<file path="src/rtl/pe_array_feeder.sv">
// Upstream feeder for a weight-stationary PE chain: serial weight load, one-shot
// weight strobe, then diagonally skewed window streaming with an aligned valid tag.
module pe_array_feeder #(
  parameter int DATA_WIDTH = 8,
  parameter int NUM_PE     = 9,
  parameter int WORD_SIZE  = DATA_WIDTH * NUM_PE,
  parameter int PE_LAT     = 1
) (
  input  logic                 iClk,
  input  logic                 iRest,
  input  logic                 iStart,
  input  logic                 iW_valid,
  input  logic [DATA_WIDTH-1:0] iW_data,
  output logic                 oW_ready,
  input  logic                 iX_valid,
  input  logic [WORD_SIZE-1:0] iX_data,
  input  logic                 iX_last,
  output logic                 oX_ready,
  output logic [WORD_SIZE-1:0] oWeight_t_top,
  output logic                 oEnable_w,
  output logic                 oRun,
  output logic [WORD_SIZE-1:0] oIfmap_t_left,
  output logic                 oOut_valid,
  output logic                 oBusy,
  output logic                 oDone
);

  localparam int TAG_LEN   = 1 + NUM_PE * PE_LAT;
  localparam int DRAIN_LEN = NUM_PE * PE_LAT + 1;
  localparam int CW        = $clog2(NUM_PE + 1);
  localparam int DCW       = $clog2(DRAIN_LEN + 1);

  typedef enum logic [2:0] {
    IDLE, LOAD_W, PRELOAD, STREAM, DRAIN, DONE
  } state_t;

  state_t               state_reg, state_next;
  logic [CW-1:0]        w_cnt_reg;
  logic [DCW-1:0]       drain_cnt_reg;
  logic [TAG_LEN-1:0]   tag_reg;
  logic                 w_accept, x_accept, w_last, drain_end;

  assign w_accept  = (state_reg == LOAD_W) && iW_valid;
  assign x_accept  = (state_reg == STREAM) && iX_valid;
  assign w_last    = (w_cnt_reg == CW'(NUM_PE - 1));
  assign drain_end = (drain_cnt_reg == DCW'(DRAIN_LEN - 1));

  always_ff @(posedge iClk) begin
    if (iRest) state_reg <= IDLE;
    else       state_reg <= state_next;
  end

  always_comb begin
    state_next = state_reg;
    oW_ready   = 1'b0;
    oX_ready   = 1'b0;
    oEnable_w  = 1'b0;
    oRun       = 1'b0;
    oBusy      = 1'b1;
    oDone      = 1'b0;
    unique case (state_reg)
      IDLE: begin
        oBusy = 1'b0;
        if (iStart) state_next = LOAD_W;
      end
      LOAD_W: begin
        oW_ready = 1'b1;
        if (w_accept && w_last) state_next = PRELOAD;
      end
      PRELOAD: begin
        oEnable_w  = 1'b1;
        state_next = STREAM;
      end
      STREAM: begin
        oRun     = 1'b1;
        oX_ready = 1'b1;
        if (x_accept && iX_last) state_next = DRAIN;
      end
      DRAIN: begin
        oRun = 1'b1;
        if (drain_end) state_next = DONE;
      end
      DONE: begin
        oDone      = 1'b1;
        state_next = IDLE;
      end
      default: state_next = IDLE;
    endcase
  end

  // Counters clear whenever their state is not active, so every job starts fresh.
  always_ff @(posedge iClk) begin
    if (iRest) begin
      w_cnt_reg     <= '0;
      drain_cnt_reg <= '0;
      tag_reg       <= '0;
    end else begin
      if (state_reg != LOAD_W) w_cnt_reg <= '0;
      else if (w_accept)       w_cnt_reg <= w_cnt_reg + CW'(1);
      if (state_reg != DRAIN)  drain_cnt_reg <= '0;
      else                     drain_cnt_reg <= drain_cnt_reg + DCW'(1);
      tag_reg <= {tag_reg[TAG_LEN-2:0], x_accept};
    end
  end

  assign oOut_valid = tag_reg[TAG_LEN-1];

  // Lane gi owns its weight byte and a delay line of depth gi+1; non-accepted slots inject zeros.
  genvar gi;
  generate
    for (gi = 0; gi < NUM_PE; gi++) begin : g_lane
      logic [DATA_WIDTH-1:0] w_lane_reg;
      logic [DATA_WIDTH-1:0] skew_reg [0:gi];

      always_ff @(posedge iClk) begin
        if (iRest) begin
          w_lane_reg <= '0;
          for (int s = 0; s <= gi; s++) skew_reg[s] <= '0;
        end else begin
          if (w_accept && (w_cnt_reg == CW'(gi))) w_lane_reg <= iW_data;
          skew_reg[0] <= x_accept ? iX_data[gi*DATA_WIDTH +: DATA_WIDTH] : '0;
          for (int s = 1; s <= gi; s++) skew_reg[s] <= skew_reg[s-1];
        end
      end

      assign oWeight_t_top[gi*DATA_WIDTH +: DATA_WIDTH] = w_lane_reg;
      assign oIfmap_t_left[gi*DATA_WIDTH +: DATA_WIDTH] = skew_reg[gi];
    end
  endgenerate

endmodule

</file>
<file path="config.mk">
export PLATFORM = sky130hd
export DESIGN_NAME = pe_array_feeder
export DESIGN_NICKNAME = d
export VERILOG_FILES = /design/src/rtl/pe_array_feeder.sv
export SDC_FILE = /design/constraint.sdc
export NUM_CORES = 1
export LEC_CHECK = 0
export ABC_AREA = 1
export BUFFER_PORTS_ARGS = -buffer_cell sky130_fd_sc_hd__clkbuf_2
export CORE_ASPECT_RATIO = 1.1
export CORE_MARGIN = 2
export CORE_UTILIZATION = 41
export DETAILED_ROUTE_END_ITERATION = 16
export HOLD_SLACK_MARGIN = 0.1
export PLACE_DENSITY = 0.62
export SLEW_MARGIN = 20
export SYNTH_ARGS = -nofsm -noshare
export SYNTH_HDL_FRONTEND = slang
export SYNTH_SLANG_ARGS = --single-unit
</file>
<file path="constraint.sdc">
create_clock -name iClk -period 1.65 [get_ports iClk]
set_input_delay 0.2475 -clock iClk [delete_from_list [all_inputs] [get_ports iClk]]
set_output_delay 0.2475 -clock iClk [all_outputs]
set_load 0.005 [all_outputs]
</file>
==> qor.txt, run 1 <==
Flop pwr share: 0.505
DRC: 0
grt ovf: 0
worst r2r path cells: 8
Area contributors post-synth: dfxtp_1 65%, nor2_1 14%, inv_1 11%
vias in the first global route: 8875
Die Span Y: 197 µm
count leader, synth: nor2_1
main combinational cell family by area after synthesis: simple AND/OR/NAND/NOR gates
Core Area: 0.0333 mm²
Crit. End Element: output port
CTS H-tree lvls: 2
Post-Syn Nets: 1697
Synth Area per Inst: 8.65 µm²
worst hold path type: in -> reg
Worst-Skew Late Latency: 0.54 ns
fin crit share: 0.960
critical path launch point: state_reg[0]
Internal: 17.4 mW
Storage cell area: 0.00908 mm²
total number of vias: 9526
Synth top area share: 0.653
Pwr per Cell Area: 1280 mW/mm²
number of enable flip-flop cells after synthesis: 0
Reg-to-Reg End: state_reg[2]
fmax: 0.631 GHz
count of pins over their slew limit: 0
Post-Syn Area: 0.0139 mm²
DR WL/cell: 10.8 µm
DRT iter0 DRCs: 433
Adder-Cell Fraction of Synth Area: 0.00541
Port Buffer Count: 236
multiplexer share of the synthesized area: 0
Max FO, Critical Path: 5
Tot Pwr: 22.3 mW
Seq/Total Area, Yosys: 0.653
startpoint types: flip-flop
library cells used by synthesis: 28
#FFs+latches synth: 453
Final HPWL DP: 16.0 mm
worst vdd ir: 0.000681 V
CTS buffer count: 45
Non-Filler Instances: 2352
vias per std cell: 4.05
Worst-path clk slew: 0.06 ns
Initial Util: 0.417
drt total wl: 25.4 mm
# Max-Cap Violations: 0
Final min period: 1.58 ns
Lkg Pwr: 7.71 nW
predominant post-synthesis flop cell: dfxtp_1
share of post-route cells with drive strength above 1: 0.181
DP Area: 0.0152 mm²
Final Util: 0.525
initial antenna violation count: 1
Worst-Margin Slew: 0.467 ns
status: finished clean
GRT Overall Usage: 0.143
top post-synthesis cells by count: 504 x nor2_1, 453 x dfxtp_1, 393 x inv_1
clk sinks: 453
clock root cell: clkbuf_16
design area: 0.0175 mm²
clk_skew: 0.0242 ns
Synth Area in Compound Gates: 0.0325
largest area contributor in the netlist: dfxtp_1
Fillers: 3046
crit path to: oRun
Switching Fraction: 0.220
IO Pins: 237
Slew headroom: 0.689
Final Hold Viols: 0
Net Switching: 4.90 mW
antenna-violating nets left: 0
Setup WS pre-CTS: 0.0286 ns
Setup violations, final: 0
reg-to-reg startpoint: w_cnt_reg[0]
GP Congestion: 0.803
Clk pwr share: 0.432
Clock Tree Buf Depth: 3
multi-input logic area: 0.00280 mm²
worst hold margin: 0.126 ns
Area Growth Syn to Fin: 26.0%
largest net degree at the start of global routing: 107
FP Rows: 70
worst path arrival time: 1.34 ns
CTS tree: done
Logic pwr share: 0.063
max FFs per register: 360
Placed Cells: 2193
1st-pass router iterations: 5
simple-gate portion of the synthesized area: 0.160
Die X: 179 µm
Req. time, crit path: 1.40 ns
Crit Path Category: reg -> out
synth warn: 0
Synth Instances: 1605
Async SR Flop Fraction: 0
xor-xnor portion of the synthesized cell area: 0.000631
fin nets: 1981
die area: 0.0353 mm²
setup TNS: 0 ns
first-pass GRT wire length: 41.9 mm
final setup margin: 0.0653 ns
r2r setup slk: 0.12 ns
[metal layers]
layer | vias to the layer above | part of all wire | global-route usage
met3 | 68 | 0.076 | 0.0455
met4 | 0 | 0.036 | 0.0635
met5 | - | 0 | 0
li1 | 5061 | - | -
met2 | 248 | 0.47 | 0.245
met1 | 4149 | 0.42 | 0.165
[cell families after synthesis]
kind of cell             count (synthesis)
AO/OA/AOI/OAI                           89
adder cells (fa/ha/maj)                  6
AND/OR/NAND/NOR                        563
flip-flops                             453
buffers and inverters                  493
XOR/XNOR                                 1
[what timing repair did]
action / 4_1_cts / 5_1_grt
resized for setup: 6 / 9
endpoints found under the hold margin: 76 / 0
setup buffers: 0 / 6
pin swaps: 0 / 3
endpoints found under the setup margin: 5 / 14
hold buffers: 75 / 0
[worst max-delay path: stages (launching register included)]
cell,delay [ns]
dfxtp_4,0.40
nand2_4,0.06
nor2_4,0.13
inv_1,0.06
nand2_2,0.07
buf_6,0.10
[layout make-up]
cell class,instances,share of cell area
Clock buffer,67,0.0755
Sequential cell,453,0.519
Multi-Input combinational cell,659,0.160
Clock inverter,10,0.00544
Timing Repair Buffer,327,0.121
Tap cell,432,0.0309
Antenna cell,1,0.000143
Inverter,403,0.0875
[cell usage in the layout (no fill, tap or decap), types with 12 or more instances in the layout]
cell type	synthesis	layout
nor2_1	504	503
dfxtp_1	453	450
inv_1	393	393
clkbuf_2	1	234
dlygate4sd3_1	0	75
clkbuf_16	0	46
o21ai_1	41	41
nand2_1	33	31
o21ai_0	25	25
a21oi_1	21	21
clkinv_2	8	13
clkbuf_1	20	12
buf_4	40	12
[worst min path at each step]
| stage | startpoint | slack [ns] | cells after the start | endpoint |
|---|---|---|---|---|
| after floorplan | iX_data[0] | 0.36 | 2 | g_lane[0].skew_reg[0][0] |
| after global placement | g_lane[6].skew_reg[1][4] | 0.39 | 2 | g_lane[6].skew_reg[2][4] |
| after detailed placement | g_lane[6].skew_reg[3][7] | 0.39 | 2 | g_lane[6].skew_reg[4][7] |
| after CTS | iW_data[1] | 0.10 | 3 | g_lane[3].w_lane_reg[1] |
| after global routing | iW_data[2] | 0.13 | 3 | g_lane[3].w_lane_reg[2] |
| final | iW_data[1] | 0.13 | 3 | g_lane[3].w_lane_reg[1] |
[power groups by stage]
stage	registers, mW	clock network [mW]	logic [mW]
after CTS	11.2	9.97	1.31
after floorplan	11.4	0	0.744
final	11.3	9.63	1.41
after global placement	11.5	0	1.13
after global routing	11.3	10.4	1.58
after detailed placement	11.5	0	1.16
Note: power is estimated with default switching activity, not from simulation.
==> run 2, diff against run 1 <==
--- a/config.mk
+++ b/config.mk
@@ -5,7 +5,6 @@
 export SDC_FILE = /design/constraint.sdc
 export NUM_CORES = 1
 export LEC_CHECK = 0
-export ABC_AREA = 1
 export BUFFER_PORTS_ARGS = -buffer_cell sky130_fd_sc_hd__clkbuf_2
 export CORE_ASPECT_RATIO = 1.1
 export CORE_MARGIN = 2
==> run 2 against run 1 <==
Effect of this change:
- non-clock buffer count is 42 higher
- synthesized cell count is 29% lower
- utilization is 0.97 points higher
- total power is 3.2% lower
- first-iteration DRC count is 44% lower
- worst setup slack worse by 0.058 ns
- sequential cell count stayed put
- fmax is 3.5% lower
- sequential share of layout area is 0.68 points lower
- via count is 16% lower
- worst hold slack better by 0.0065 ns
- global-route usage is 0.62 points lower
- critical endpoint is now oBusy
- largest cell class unchanged
- largest power group unchanged
==> qor.txt, run 2 <==
Final Util: 0.535 (was 0.525)
final setup margin: 0.00776 ns (was 0.0653 ns)
worst hold path type: in -> reg (unchanged)
number of enable flip-flop cells after synthesis: 0 (unchanged)
Synth Area in Compound Gates: 0.00210 (was 0.0325)
initial antenna violation count: 0 (was 1)
Area Growth Syn to Fin: 29.3% (was 26.0%)
Tot Pwr: 21.6 mW (was 22.3 mW)
GRT Overall Usage: 0.137 (was 0.143)
IO Pins: 237 (unchanged)
Max FO, Critical Path: 6 (was 5)
Internal: 17.2 mW (was 17.4 mW)
DRT iter0 DRCs: 244 (was 433)
setup TNS: 0 ns (unchanged)
Die Span Y: 196 µm (was 197 µm)
1st-pass router iterations: 5 (unchanged)
Placed Cells: 1751 (was 2193)
worst hold start: iX_valid (was iW_data[1])
Pwr per Cell Area: 1220 mW/mm² (was 1280 mW/mm²)
Port Buffer Count: 236 (unchanged)
Non-Filler Instances: 1919 (was 2352)
Clock Tree Buf Depth: 3 (unchanged)
antenna-violating nets left: 0 (unchanged)
r2r setup slk: 0.10 ns (was 0.12 ns)
count leader, synth: dfxtp_1 (was nor2_1)
status: finished clean (unchanged)
Lkg Pwr: 7.93 nW (was 7.71 nW)
clk sinks: 453 (unchanged)
unrepaired setup endpoints after global routing: yes
Adder-Cell Fraction of Synth Area: 0.00548 (was 0.00541)
CTS tree: done (unchanged)
multiplexer share of the synthesized area: 0.0533 (was 0)
worst r2r path cells: 6 (was 8)
die area: 0.0349 mm² (was 0.0353 mm²)
Slew headroom: 0.727 (was 0.689)
worst vdd ir: 0.000807 V (was 0.000681 V)
Seq/Total Area, Yosys: 0.662 (was 0.653)
GP Congestion: 0.783 (was 0.803)
library cells used by synthesis: 36 (was 28)
fin nets: 1547 (was 1981)
Synth Instances: 1142 (was 1605)
Switching Fraction: 0.204 (was 0.220)
synth warn: 0 (unchanged)
Final HPWL DP: 14.9 mm (was 16.0 mm)
Worst-Margin Slew: 0.409 ns (was 0.467 ns)
count of pins over their slew limit: 0 (unchanged)
Core Area: 0.0331 mm² (was 0.0333 mm²)
leading cell type in the layout, fill and taps excluded: dfxtp_1 (was nor2_1)
xor-xnor portion of the synthesized cell area: 0.00320 (was 0.000631)
fmax: 0.609 GHz (was 0.631 GHz)
Req. time, crit path: 1.40 ns (about the same)
main combinational cell family by area after synthesis: simple AND/OR/NAND/NOR gates (unchanged)
drt total wl: 23.9 mm (was 25.4 mm)
Area contributors post-synth: dfxtp_1 66%, nor2b_1 14%, mux2i_1 5.3% (was dfxtp_1 65%, nor2_1 14%, inv_1 11%)
Setup violations, final: 0 (unchanged)
vias per std cell: 4.19 (was 4.05)
Final min period: 1.64 ns (was 1.58 ns)
startpoint types: flip-flop (unchanged)
Async SR Flop Fraction: 0 (unchanged)
Die X: 178 µm (was 179 µm)
grt ovf: 0 (unchanged)
Flop pwr share: 0.507 (was 0.505)
predominant post-synthesis flop cell: dfxtp_1 (unchanged)
Crit Path Category: reg -> out (unchanged)
Logic pwr share: 0.030 (was 0.063)
worst path arrival time: 1.39 ns (was 1.34 ns)
largest area contributor in the netlist: dfxtp_1 (unchanged)
CTS H-tree lvls: 2 (unchanged)
Final Hold Viols: 0 (unchanged)
Worst-path clk slew: 0.06 ns (about the same)
vias in the first global route: 7854 (was 8875)
Synth top area share: 0.662 (was 0.653)
Synth Area per Inst: 12.0 µm² (was 8.65 µm²)
DRC: 0 (unchanged)
total number of vias: 8047 (was 9526)
most frequent cells in the layout: 450 x dfxtp_1, 297 x nor2b_1, 233 x clkbuf_2 (was 503 x nor2_1, 450 x dfxtp_1, 393 x inv_1)
DR WL/cell: 12.4 µm (was 10.8 µm)
FP Rows: 70 (unchanged)
clock root cell: clkbuf_16 (unchanged)
top post-synthesis cells by count: 453 x dfxtp_1, 297 x nor2b_1, 82 x nand2b_1 (was 504 x nor2_1, 453 x dfxtp_1, 393 x inv_1)
Post-Syn Area: 0.0137 mm² (was 0.0139 mm²)
worst hold path depth: 4 (was 3)
Clk pwr share: 0.462 (was 0.432)
clk_skew: 0.0134 ns (was 0.0242 ns)
Setup WS pre-CTS: -0.00629 ns (was 0.0286 ns)
largest net degree at the start of global routing: 77 (was 107)
Crit. End Element: output port (unchanged)
CTS buffer count: 45 (unchanged)
Worst Hold Endpoint: state_reg[0] (was g_lane[3].w_lane_reg[1])
share of post-route cells with drive strength above 1: 0.264 (was 0.181)
#FFs+latches synth: 453 (unchanged)
reg-to-reg startpoint: state_reg[1] (was w_cnt_reg[0])
simple-gate portion of the synthesized area: 0.231 (was 0.160)
fin crit share: 0.995 (was 0.960)
Net Switching: 4.41 mW (was 4.90 mW)
Fillers: 2842 (was 3046)
Reg-to-Reg End: state_reg[2] (unchanged)
Worst-Skew Late Latency: 0.54 ns (about the same)
# Max-Cap Violations: 0 (unchanged)
first-pass GRT wire length: 38.2 mm (was 41.9 mm)
Initial Util: 0.414 (was 0.417)
Post-Syn Nets: 1234 (was 1697)
max FFs per register: 360 (unchanged)
run 2: cell types whose count changed after synthesis, moves of 28 or more:
cell | before | now
nor2_1 | 504 | 9
inv_1 | 393 | 5
nor2b_1 | 0 | 297
nand2b_1 | 0 | 82
and2_1 | 0 | 73
mux2i_1 | 0 | 73
o21ai_1 | 41 | 0
nand2_1 | 33 | 5
run 2: power groups by stage:
stage	clock network (mW)	logic (mW)	registers, mW
after global placement	0	0.497	11.2
after CTS	10.3	0.651	11.0
final	9.99	0.657	11.0
after global routing	10.7	0.714	11.0
after floorplan	0	0.240	11.2
after detailed placement	0	0.495	11.2
run 2: repair_timing:
item / 4_1_cts / 5_1_grt
endpoints found under the hold margin: 85 / 0
hold buffers: 76 / 0
pin swaps: 4 / 4
buffers inserted: 12 / 2
gates resized for setup: 12 / 8
setup endpoints to repair: 8 / 4
run 2: worst max path at each step:
stage / start / end / slack (ns) / depth (start not counted)
finish: state_reg[1] / oBusy / 0.008 / 5
detailed placement: state_reg[0] / g_lane[5].w_lane_reg[6] / -0.006 / 3
global placement: state_reg[0] / g_lane[5].w_lane_reg[6] / 0.08 / 3
global route: state_reg[1] / oRun / -0.04 / 5
CTS: state_reg[1] / oRun / -0.04 / 5
floorplan: w_cnt_reg[2] / g_lane[4].w_lane_reg[0] / 0.24 / 4
run 2: worst max-delay path, stage by stage, from the launching register on:
cell	delay [ns]
dfxtp_2	0.32
buf_6	0.13
nor2_4	0.11
buf_4	0.12
nand2_1	0.04
clkbuf_2	0.12
run 2: cell type report:
| type | instances | area [µm²] | area share |
|---|---|---|---|
| diodes | 1 | 2.50 | 0.000141 |
| clock buffers | 59 | 1300 | 0.0734 |
| clock inverters | 19 | 191 | 0.0108 |
| inverters | 5 | 18.8 | 0.00106 |
| multi-input cells | 581 | 4070 | 0.230 |
| flip-flops and latches | 453 | 9080 | 0.512 |
| well taps | 432 | 541 | 0.0305 |
| repair buffers | 369 | 2510 | 0.142 |
run 2: routing by layer:
metal	up-vias	share of wire	global-route usage
met3	52	0.057	0.0376
li1	4132	-	-
met2	198	0.49	0.241
met4	0	0.030	0.0539
met5	-	0	0
met1	3665	0.42	0.157
run 2: logic make-up after synthesis:
group           after synthesis
compound gates                4
xor+xnor                      5
mux                          73
buf+inv                     108
simple gates                493
fa+ha+maj                     6
flops                       453
run 2: metrics by stage:
step | area, µm² | hold slack [ns]
after floorplan | 13700 | 0.369
after global placement | 15300 | 0.415
after detailed placement | 15300 | 0.420
after CTS | 17700 | 0.106
after global routing | 17700 | 0.133
final | 17700 | 0.133
